## src/rtl/branch_resolve_predictor.sv

```systemverilog
// EX-stage BEQ resolution with a PC-indexed table of 2-bit saturating predictors.
// Flags mispredictions combinationally and keeps saturating branch/mispredict statistics.
module branch_resolve_predictor #(
    parameter int         IDX_BITS   = 4,
    parameter logic [1:0] INIT_STATE = 2'b11,
    parameter int         COUNT_W    = 32
) (
    input  logic               clk,
    input  logic               reset,
    input  logic [31:0]        lookup_pc_i,
    output logic               predict_taken_o,
    input  logic               branch_e_i,
    input  logic               predict_e_i,
    input  logic [31:0]        rs1_e_i,
    input  logic [31:0]        rs2_e_i,
    input  logic [31:0]        pc_e_i,
    input  logic [31:0]        pc_notchosen_e_i,
    input  logic               stall_i,
    output logic               mispredict_o,
    output logic [31:0]        redirect_pc_o,
    output logic [COUNT_W-1:0] branch_count_o,
    output logic [COUNT_W-1:0] mispredict_count_o
);

    localparam int ENTRIES = 1 << IDX_BITS;

    logic [1:0]          table_q [ENTRIES];
    logic [1:0]          table_d [ENTRIES];
    logic [COUNT_W-1:0]  branch_count_q, branch_count_d;
    logic [COUNT_W-1:0]  mispredict_count_q, mispredict_count_d;

    logic [IDX_BITS-1:0] lookup_idx;
    logic [IDX_BITS-1:0] update_idx;
    logic                resolve;
    logic                taken;

    assign lookup_idx = lookup_pc_i[IDX_BITS+1:2];
    assign update_idx = pc_e_i[IDX_BITS+1:2];

    // Only the index bits matter; the rest alias by design (no tag check).
    logic unused_pc_bits;
    assign unused_pc_bits = ^{lookup_pc_i[31:IDX_BITS+2], lookup_pc_i[1:0],
                              pc_e_i[31:IDX_BITS+2], pc_e_i[1:0]};

    // Gating with reset keeps the flush request quiet while the unit is held in reset.
    assign resolve = branch_e_i & ~stall_i & reset;
    assign taken   = (rs1_e_i == rs2_e_i);

    assign mispredict_o       = resolve & (taken != predict_e_i);
    assign redirect_pc_o      = pc_notchosen_e_i;
    assign predict_taken_o    = table_q[lookup_idx][1];
    assign branch_count_o     = branch_count_q;
    assign mispredict_count_o = mispredict_count_q;

    always_comb begin
        table_d            = table_q;
        branch_count_d     = branch_count_q;
        mispredict_count_d = mispredict_count_q;
        if (resolve) begin
            if (taken) begin
                if (table_q[update_idx] != 2'b11) begin
                    table_d[update_idx] = table_q[update_idx] + 2'b01;
                end
            end else begin
                if (table_q[update_idx] != 2'b00) begin
                    table_d[update_idx] = table_q[update_idx] - 2'b01;
                end
            end
            if (branch_count_q != {COUNT_W{1'b1}}) begin
                branch_count_d = branch_count_q + 1'b1;
            end
            if (mispredict_o && (mispredict_count_q != {COUNT_W{1'b1}})) begin
                mispredict_count_d = mispredict_count_q + 1'b1;
            end
        end
    end

    always_ff @(posedge clk or negedge reset) begin
        if (!reset) begin
            for (int i = 0; i < ENTRIES; i++) begin
                table_q[i] <= INIT_STATE;
            end
            branch_count_q     <= '0;
            mispredict_count_q <= '0;
        end else begin
            table_q            <= table_d;
            branch_count_q     <= branch_count_d;
            mispredict_count_q <= mispredict_count_d;
        end
    end

endmodule

```

## config.mk

```make
export PLATFORM = sky130hd
export DESIGN_NAME = branch_resolve_predictor
export DESIGN_NICKNAME = d
export VERILOG_FILES = /design/src/rtl/branch_resolve_predictor.sv
export SDC_FILE = /design/constraint.sdc
export NUM_CORES = 1
export LEC_CHECK = 0
export ABC_CLOCK_PERIOD_IN_PS = 8300
export CAP_MARGIN = 20
export CORE_UTILIZATION = 40
export CTS_CLUSTER_SIZE = 28
export DETAILED_ROUTE_END_ITERATION = 12
export PLACE_DENSITY = 0.78
export SYNTH_ARGS = -nofsm -noshare
export SYNTH_HDL_FRONTEND = slang
export SYNTH_SLANG_ARGS = --single-unit
export TNS_END_PERCENT = 50
```

## constraint.sdc

```tcl
create_clock -name clk -period 8.3 [get_ports clk]
set_input_delay 1.66 -clock clk [delete_from_list [all_inputs] [get_ports clk]]
set_output_delay 1.66 -clock clk [all_outputs]
set_load 0.01 [all_outputs]
```

### Word-level counts from Yosys, hierarchy flattened

Cells that the tools add are included.

| operators by class | value |
|---|---|
| add/sub/neg operators | 4 |
| multipliers | 0 |
| divide/modulo/power cells | 0 |
| $lt $le $gt $ge | 3 |
| equal/unequal tests | 6 |
| shifts and indexed selects | 0 |
| muxes and demuxes | 13 |
| bitwise operators | 6 |
| reduce and logical (&&, ||, !) cells | 7 |

Operators with widths:

| cell | count |
|---|---|
| 32-bit 2-to-1 mux | 3 |
| 32-bit by 1-bit adder with 32-bit output, second input constant | 2 |
| 32-bit bitwise mux | 2 |
| 32-bit != test, second input constant | 2 |
| 32-bit equality test | 1 |
| 2-bit binary-select mux with 4-bit select | 2 |
| 5-bit greater-or-equal comparator, second input constant | 2 |
| 2-bit 2-to-1 mux | 5 |
| 4-bit NOT with 5-bit output | 2 |
| 2-bit demux with 4-bit select | 1 |
| 5-bit by 1-bit < comparator with 1-bit output, second input constant | 1 |
| 2-bit AND reduction | 2 |
| 2-bit nonzero test | 2 |
| 1-bit AND | 3 |
| 3-bit AND reduction | 1 |
| 2-bit by 1-bit adder with 2-bit output, second input constant | 1 |
| 1-bit logical AND | 2 |
| 2-bit by 1-bit != test with 1-bit output, second input constant | 1 |
| 2-bit != test, second input constant | 1 |
| 2-bit by 1-bit subtractor with 2-bit output, second input constant | 1 |
| 1-bit != test | 1 |
| 1-bit NOT | 1 |

| word-level totals | value |
|---|---|
| register bits after elaboration | 96 |
| latch bits | 0 |
| bits in writable memories | 0 |
| memory bits (read-only) | 0 |
| input port bits | 165 |
| output and inout bits | 98 |
| logic and storage cells | 57 |
| memories | 0 |

### Longest topological paths before layout

Gate-level depths: netlist (run 1).

| logic depth | value |
|---|---|
| word-level depth | 8 |
| mapped depth | 15 |
| depth with buffers taken out | 10 |

### Worst setup path before layout (run 1)

Ideal clock, no wire load.

| timing path | value |
|---|---|
| path type | input to output |
| start point | in rs2_e_i[7] |
| end point | out mispredict_o |
| arrival time | 2.900 ns |
| data required time | 6.640 ns |
| setup slack | 3.740 ns |
| cell stages on the path | 7 |
| path buffers | 1 |
| cell sequence | xnor2_1 -> nand4_1 -> nor4_2 -> nand2_1 -> buf_6 -> xor2_2 -> nor2_1 |

| between the ends | value |
|---|---|
| cells in the longest elaborated chain, start to end | 3 |

RTL lines:

| element | RTL line | text |
|---|---|---|
| from (decl) | 15 | `input logic [31:0] rs2_e_i,` |
| 32-bit equality test | 47 | `assign taken = (rs1_e_i == rs2_e_i);` |
| 1-bit != test | 49 | `assign mispredict_o = resolve & (taken != predict_e_i);` |
| 1-bit AND | 49 |  |
| to (decl) | 19 | `output logic mispredict_o,` |

Every way passes these cells.

### Final worst setup path (run 1)

| timing path | value |
|---|---|
| start point | in rs2_e_i[3] |
| end point | out mispredict_o |

The elaborated chain is that of the path after synthesis.

==> results of run 1 <==
worst reg2reg max path: stages (launching register included):
cell and delay (ns):
dfstp_2 0.37, mux4_2 0.48, mux2_2 0.28, o21ai_1 0.23, inv_2 0.20, ha_1 0.53, nor2b_1 0.69, buf_6 0.23
a22oi_1 0.07, nor2_1 0.14, a221o_1 0.12
power by group through the flow:
stage | clock, W | sequential, W | combinational [W]
CTS | 0.000443 | 0.000561 | 0.000245
global placement | 0 | 0.000564 | 0.000237
global route | 0.000462 | 0.000567 | 0.000269
detailed placement | 0 | 0.000569 | 0.000244
floorplan | 0 | 0.000567 | 0.000139
finish | 0.000430 | 0.000561 | 0.000249
worst min-delay path by stage:
stage                                      from               endpoint  slack, ns  depth (start not counted)
after floorplan                       flip-flop              flip-flop       0.50                          2
after global placement       branch_count_o[23]     branch_count_o[23]       0.48                          1
after detailed placement      branch_count_o[9]      branch_count_o[9]       0.48                          1
after CTS                     branch_count_o[9]      branch_count_o[9]       0.49                          1
after global routing      mispredict_count_o[7]  mispredict_count_o[7]       0.51                          1
final                         branch_count_o[9]      branch_count_o[9]       0.49                          1
cells by family after synthesis:
kind of cell / Yosys count / synth area share, %
flops: 96 / 43.15
fa+ha+maj: 4 / 0.8842
xor+xnor: 95 / 14.83
compound gates: 68 / 8.709
buf+inv: 56 / 6.631
simple gates: 195 / 18.66
mux: 20 / 7.140
layout make-up:
cell class | instances | area, um2
fill | 1205 | 6518
sequential | 96 | 2442
clock buffer | 9 | 225.2
multi-input combinational | 382 | 2843
timing repair buffer | 147 | 1480
inverter | 5 | 18.77
clock inverter | 6 | 75.07
tap | 180 | 225.2
routing by layer:
metal	track usage, %	up-vias
met5	0	-
met4	7.793	0
met3	5.780	31
met2	33.86	169
met1	25.17	2262
li1	-	2112
cell usage in the layout (no fill, tap or decap), types with 2 or more instances in the layout:
| cell type | count |
|---|---|
| mux4_2 | 14 |
| clkdlybuf4s50_1 | 141 |
| o21ai_1 | 2 |
| a221o_1 | 16 |
| dfrtp_1 | 64 |
| and2_1 | 6 |
| nand3b_1 | 2 |
| nand2b_1 | 2 |
| and3_1 | 20 |
| nor4_2 | 4 |
| nand3_1 | 31 |
| xor2_1 | 11 |
| nand4_1 | 26 |
| inv_6 | 3 |
| and4_1 | 7 |
| nor2_1 | 41 |
| buf_4 | 4 |
| nand2_1 | 39 |
| nor4b_2 | 2 |
| a22oi_1 | 16 |
| mux2i_4 | 2 |
| ha_1 | 4 |
| a31oi_1 | 16 |
| xnor2_1 | 83 |
| inv_1 | 4 |
| a21oi_1 | 16 |
| clkbuf_16 | 9 |
| mux2_2 | 2 |
| dfstp_2 | 32 |
| nor3_1 | 6 |
stage by stage:
stage	setup WS [ns]	utilization [%]	area [um2]	total power (W)	instances
finish	2.451	52.86	7310	0.001240	825
global route	2.382	52.86	7310	0.001298	825
CTS	2.452	52.58	7271	0.001249	823
detailed placement	2.269	50.41	6970	0.0008131	808
global placement	2.440	50.41	6970	0.0008014	808
floorplan	3.740	-	5660	0.0007058	534
==> impl_metrics.yaml, run 1 <==
synthesis:
  synth_nets: 703
  syn_area_per_cell_um2: 10.60
  synth_ff_type: "dfrtp_1"
  ys_ff_latch: 96
  synth_top_cell_by_area: "dfrtp_1"
  synthArstFlopShare_pct: 100.0
  synth_cells: 534
  synth_enable_flop_cells: 0
  synth_top_area_share_pct: 28.29
  yosys_warnings: 0
  synth.distinct_cells: 46
  synth_commonest_cells: "83 x xnor2_1, 64 x dfrtp_1, 41 x nor2_1"
  synth-seq-area-share_pct: 43.15
  synthTopCellsByArea: "dfrtp_1 28%, dfstp_2 15%, xnor2_1 13%"
  synth_area_mm2: 0.005660
  yosysMostFrequentCell: "xnor2_1"
global_routing:
  grt_max_degree: 85
  track_usage_pct: 20.44
  grt_overflow: 0
  antenna_found_initial: 0
  grt_pass1_vias: 4644
  grt_pass1_wl_um: 23360
clock_tree:
  cts_tree: "built"
  cts_resized: 0
  clockBufferDepth: 2
  cts-root-buf: "clkbuf_16"
  cts_setup_buffers: 0
  cts_made_buffers: 9
  clk_pin_slew_worst_paths_ns: 0.07
  clock_sinks: 96
  ctsHoldBuffers: 0
  htree_levels: 3
  clock_latency_ns: 0.35
setup_path:
  crit_cells: 9
  crit_buf_inv: 3
  rrSetupSlack_ns: 4.90
  crit_chain: "clkdlybuf4s50_1 -> xnor2_1 -> nand4_1 -> nor4_2 -> nand2_1 -> buf_4 -> xor2_2 -> nor2_1 -> clkdlybuf4s50_1"
  critPathLaunchType: "input pin"
  worstPathRequired_ns: 6.64
  crit_fanout: 20
  worstPathArrival_ns: 4.19
  max_stage_delay_ns: 0.58
  rr_endpoint: "table_q[29]"
  crit_path_end: "mispredict_o"
  r2r_cells: 10
  critPathKind: "input pin to primary output"
  cp_common_cell: "clkdlybuf4s50_1"
  end_kind: "primary output"
  critPathSlowestCell: "clkdlybuf4s50_1"
  startpoint: "rs2_e_i[3]"
  cp_top_family: "buffers and inverters"
power:
  vdd_drop_max_uv: 97.77
  p_leak_nw: 2.748
  p_sw_share_pct: 28.26
  p_switching_w: 0.0003504
  p_int_w: 0.0008896
  comb_power_share_pct: 20.1
  powerDensity_mw_per_mm2: 169.6
  seqPwrFrac_pct: 45.2
  clock_power_share_pct: 34.7
routing:
  wirelength_met1_um: 6156
  drtIter0Drc: 373
  ant_nets: 0
  wl_met3_um: 937
  drtPass1Iterations: 5
  avgViaCountPerCell: 5.544
  top_layer_used: "met4"
  wl_per_cell_um: 17.70
  wl_met2_um: 7239
  drt_wl_total_um: 14600
  drc: 0
  vias: 4574
die:
  die_area_mm2: 0.01463
  io_pins: 263
  core_region_area_mm2: 0.01383
  die_h_um: 121.0
  num_rows: 43
  floorplan.initialDensity_pct: 40.94
  die_w_um: 121.0
placement:
  place_congestion: 0.8372
  port-buffer-count: 142
  dp_hpwl_um: 10630
layout:
  drive_above_1_share_pct: 12.87
  nNetsFinal: 810
  syn2layout_area_growth_pct: 29.13
  diodes: 0
run:
  maxCapViolCount: 0
timing:
  final-setup-viol-count: 0
  hold_viol: 0
  worst_pin_slew_ns: 0.8852
  period_minus_slack_ns: 5.849
  skew_ns: 0.008104
  tns_ns: 0
  slew_headroom_pct: 39.73
  drv_slew: 0
  fmax_mhz: 171.0
  holdWs_ns: 0.4912
  rsz0062_at_grt: "false"
  fin_crit_sh_pct: 70.47
status:
  status: "finished clean"
worst_hold_path:
  worstHoldPathType: "flip-flop to flip-flop"
No activity file was read; power rests on OpenSTA's default activity.
==> run 2: changes to the inputs <==
ABC_CLOCK_PERIOD_IN_PS = 6000   (was 8300)
clock period = 6 ns   (was 8.3 ns; I/O delays follow)
==> impl_metrics.yaml, run 2 (synthesized netlist as in run 1, its figures left out) <==
global_routing:
  antenna_found_initial: 0
  grt_max_degree: 60
  grt_pass1_wl_um: 23500
  grt_pass1_vias: 4663
  gr-usage-met1_pct: 26.11
  track_usage_pct: 20.59
  grt_overflow: 0
  use_met3_pct: 5.921
  grt_use_met2_pct: 34.46
  grt-busiest-layer: "met2"
layout:
  diodes: 0
  ff_latch_area_mm2: 0.002442
  final_area_mm2: 0.007252
  layout_common_cells: "141 x clkdlybuf4s50_1, 83 x xnor2_1, 64 x dfrtp_1"
  multi_input_area_mm2: 0.002843
  nNetsFinal: 809
  n_fill_cell: 1267
  drive_above_1_share_pct: 12.58
  layout_commonest_cell: "clkdlybuf4s50_1"
  fin_cells: 824
  syn2layout_area_growth_pct: 28.12
clock_tree:
  clk_pin_slew_worst_paths_ns: 0.07
  cts_resized: 0
  clock_latency_ns: 0.34
  clockBufferDepth: 2
  cts_tree: "built"
  clock_sinks: 96
  cts-root-buf: "clkbuf_16"
  cts_made_buffers: 9
  htree_levels: 3
  ctsHoldBuffers: 0
  cts_setup_buffers: 0
placement:
  dp_slack_ns: 0.7959
  place_area_mm2: 0.006978
  port-buffer-count: 142
  dp.cells: 809
  dp_hpwl_um: 10730
  place_congestion: 0.8505
timing:
  setup_slack_ns: 1.085
  drv_slew: 0
  slew_headroom_pct: 42.45
  fmax_mhz: 203.5
  worst_pin_slew_ns: 0.8451
  period_minus_slack_ns: 4.915
  skew_ns: 0.005292
  rsz0062_at_grt: "false"
  hold_viol: 0
  final-setup-viol-count: 0
  fin_crit_sh_pct: 81.91
  tns_ns: 0
setup_path:
  worstPathArrival_ns: 5.18
  max_stage_delay_ns: 1.00
  crit_chain: "clkdlybuf4s50_1 -> mux4_2 -> mux2_2 -> o21ai_1 -> inv_2 -> ha_1 -> mux2i_4 -> a21oi_1 -> a31oi_1"
  critPathLaunchType: "input pin"
  critPathSlowestCell: "clkdlybuf4s50_1"
  critPathKind: "input pin to flip-flop"
  end_kind: "flip-flop"
  worstPathRequired_ns: 6.26
  crit_fanout: 32
die:
  die_w_um: 121.0
  core_region_area_mm2: 0.01383
  die_h_um: 121.0
  io_pins: 263
  floorplan.initialDensity_pct: 40.94
  num_rows: 43
  die_area_mm2: 0.01463
power:
  vdd_drop_max_uv: 163.9
  p_leak_nw: 2.725
  powerDensity_mw_per_mm2: 228.2
  total_power_w: 0.001655
routing:
  ant_nets: 0
  drtIter0Drc: 280
  drc: 0
  wl_per_cell_um: 17.73
  drt_wl_total_um: 14610
  drtPass1Iterations: 5
  vias: 4630
  avgViaCountPerCell: 5.619
run:
  maxCapViolCount: 0
worst_hold_path:
  worstHoldPathType: "flip-flop to flip-flop"
status:
  status: "finished clean"
run 2: cell types whose count changed in the layout (fill, tap and decap cells not counted), sizes merged:
cell      previous run  this run
buf                  6         5
inv                  9         5
clkinv               0         4
clkbuf               9        11
clkinvlp             1         0
bufinv               1         0
run 2: power by group:
part	total (W)	internal, W	leakage, nW	switching (W)
sequential	0.000776	0.000717	1.21	0.0000587
combinational	0.000340	0.000182	1.38	0.000158
clock	0.000539	0.000292	0.136	0.000247
run 2: critical path: cells and delay by family:
family / cells / cell delay [ns]
AOI/OAI and AO/OA: 3 / 0.57
adders and majority gates: 1 / 0.52
buffers and inverters: 2 / 1.20
muxes: 3 / 1.68
run 2: through the flow:
stage	utilization, %	hold WS, ns
2_1_floorplan	-	0.4953
3_3_place_gp	50.47	0.4765
3_5_place_dp	50.47	0.4872
4_1_cts	52.45	0.5007
5_1_grt	52.45	0.5120
6_report	52.45	0.5002
run 2: final cells by class:
| type | instances | share of cell area, % |
|---|---|---|
| inverters | 5 | 0.2588 |
| multi-input cells | 382 | 39.20 |
| well taps | 180 | 3.106 |
| clock buffers | 11 | 3.347 |
| repair buffers | 146 | 19.98 |
| flip-flops and latches | 96 | 33.68 |
| clock inverters | 4 | 0.4313 |
run 2: routing by layer:
metal  vias up  part of all wire (%)
li1       2112                     -
met1      2330                    42
met2       170                    50
met3        18                   6.4
met4         0                   1.1
met5         -                     0
run 2: worst paths after layout:
| kind | startpoint | endpoint | slack (ns) | depth (start not counted) |
|---|---|---|---|---|
| worst max-delay path | pc_e_i[2] | flip-flop | 1.09 | 9 |
| worst min-delay path | branch_count_o[14] | branch_count_o[14] | 0.50 | 1 |
| worst max register to register | flip-flop | flip-flop | 2.72 | 8 |
| worst min register to register | branch_count_o[14] | branch_count_o[14] | 0.50 | 1 |
| max in group asynchronous | reset | mispredict_count_o[6] | 4.01 | 2 |
| min in group asynchronous | reset | branch_count_o[28] | 0.84 | 1 |
==> run 3: changes to the inputs <==
ABC_CLOCK_PERIOD_IN_PS = 4600   (was 6000)
clock period = 4.6 ns   (was 6 ns; I/O delays follow)
==> impl_metrics.yaml, run 3 (synthesized netlist as in run 1, its figures left out) <==
setup_path:
  worstPathRequired_ns: 3.68
  critPathLaunchType: "input pin"
  end_kind: "primary output"
  max_stage_delay_ns: 0.57
  r2r_cells: 8
  critPathSlowestCell: "clkdlybuf4s50_1"
  cp_common_cell: "clkdlybuf4s50_1"
  critPathKind: "input pin to primary output"
  crit_chain: "clkdlybuf4s50_1 -> xnor2_1 -> nand4_1 -> nor4_2 -> nand2_1 -> xor2_2 -> nor2_1 -> clkdlybuf4s50_1"
  worstPathArrival_ns: 3.20
  crit_fanout: 5
clock_tree:
  cts-root-buf: "clkbuf_16"
  clk_pin_slew_worst_paths_ns: 0.07
  clockBufferDepth: 2
  ctsHoldBuffers: 0
  cts_resized: 0
  htree_levels: 3
  cts_made_buffers: 9
  cts_tree: "built"
  cts_setup_buffers: 0
  clock_sinks: 96
  clock_latency_ns: 0.35
die:
  die_w_um: 121.0
  floorplan.initialDensity_pct: 40.94
  num_rows: 43
  die_h_um: 121.0
  die_area_mm2: 0.01463
  core_region_area_mm2: 0.01383
  io_pins: 263
routing:
  wl_per_cell_um: 17.34
  drt_wl_total_um: 14390
  drtIter0Drc: 256
  vias: 4618
  drtPass1Iterations: 5
  ant_nets: 0
  avgViaCountPerCell: 5.564
  drc: 0
timing:
  rsz0062_at_grt: "false"
  holdWs_ns: 0.4681
  period_minus_slack_ns: 4.121
  drv_slew: 0
  skew_ns: 0.006731
  final-setup-viol-count: 0
  hold_viol: 0
  fin_crit_sh_pct: 89.59
  fmax_mhz: 242.6
  worst_pin_slew_ns: 0.9016
  slew_headroom_pct: 39.89
global_routing:
  grt_max_degree: 73
  grt_pass1_wl_um: 23540
  grt_pass1_vias: 4774
  antenna_found_initial: 1
  track_usage_pct: 20.63
  grt_overflow: 0
layout:
  diodes: 0
  layout_common_cells: "141 x clkdlybuf4s50_1, 83 x xnor2_1, 64 x dfrtp_1"
  syn2layout_area_growth_pct: 29.33
  nNetsFinal: 814
  drive_above_1_share_pct: 13.54
  n_fill_cell: 1195
  postLayoutCoreUtil_pct: 52.95
  layout_commonest_cell: "clkdlybuf4s50_1"
  ff_latch_area_mm2: 0.002442
  multi_input_area_mm2: 0.002843
placement:
  place_congestion: 0.8325
  dp_hpwl_um: 10720
  port-buffer-count: 142
power:
  p_leak_nw: 2.756
  powerDensity_mw_per_mm2: 304.5
  vdd_drop_max_uv: 218.6
status:
  status: "finished clean"
worst_hold_path:
  worstHoldPathType: "input pin to asynchronous set/reset pin"
run:
  maxCapViolCount: 0
==> run 3: layout make-up <==
class | instances | share of cell area [%]
Multi-Input combinational cell | 382 | 38.83
Inverter | 5 | 0.2564
Clock inverter | 7 | 1.094
Sequential cell | 96 | 33.36
Clock buffer | 9 | 3.076
Tap cell | 180 | 3.076
Timing Repair Buffer | 151 | 20.30
==> run 3: through the flow <==
step	TNS (ns)	instance area, um2	cells	setup WS, ns	power [W]
2_1_floorplan	0	5660	534	1.003	0.001273
3_3_place_gp	0	7008	813	0.1325	0.001445
3_5_place_dp	-0.1775	7008	813	-0.06197	0.001468
4_1_cts	0	7313	829	0.2821	0.002255
5_1_grt	0	7321	830	0.3488	0.002339
6_report	0	7321	830	0.4788	0.002229
==> run 3: metal layers <==
metal / global-route usage, % / wire [um] / vias to the layer above
met5: 0 / 15 / -
met4: 5.247 / 155 / 2
met3: 6.391 / 949 / 22
met2: 35.00 / 7220 / 167
met1: 25.36 / 6050 / 2303
li1: - / - / 2124
==> run 3: worst max-delay path, delay by kind of cell <==
kind                      cells  cell delay (ns)
xor gates and xnor gates      2             0.37
buffers and inverters         2             1.08
and+or+nand+nor               4             0.83
==> run 3: report_power, final <==
| group | switching (W) | internal (W) |
|---|---|---|
| Combinational | 0.000201 | 0.000242 |
| Clock | 0.000345 | 0.000428 |
| Sequential | 0.0000785 | 0.000935 |
| Total | 0.000624 | 0.00160 |
==> run 3: final timing paths <==
check | slack, ns | endpoint | start
hold / removal | 0.47 | branch_count_o[19] | reset
min in group clk | 0.50 | branch_count_o[9] | branch_count_o[9]
hold reg to reg | 0.50 | branch_count_o[9] | branch_count_o[9]
max in group asynchronous | 2.93 | mispredict_count_o[31] | reset
setup / recovery | 0.48 | mispredict_o | rs2_e_i[7]
setup reg to reg | 1.87 | table_q[27] | table_q[25]
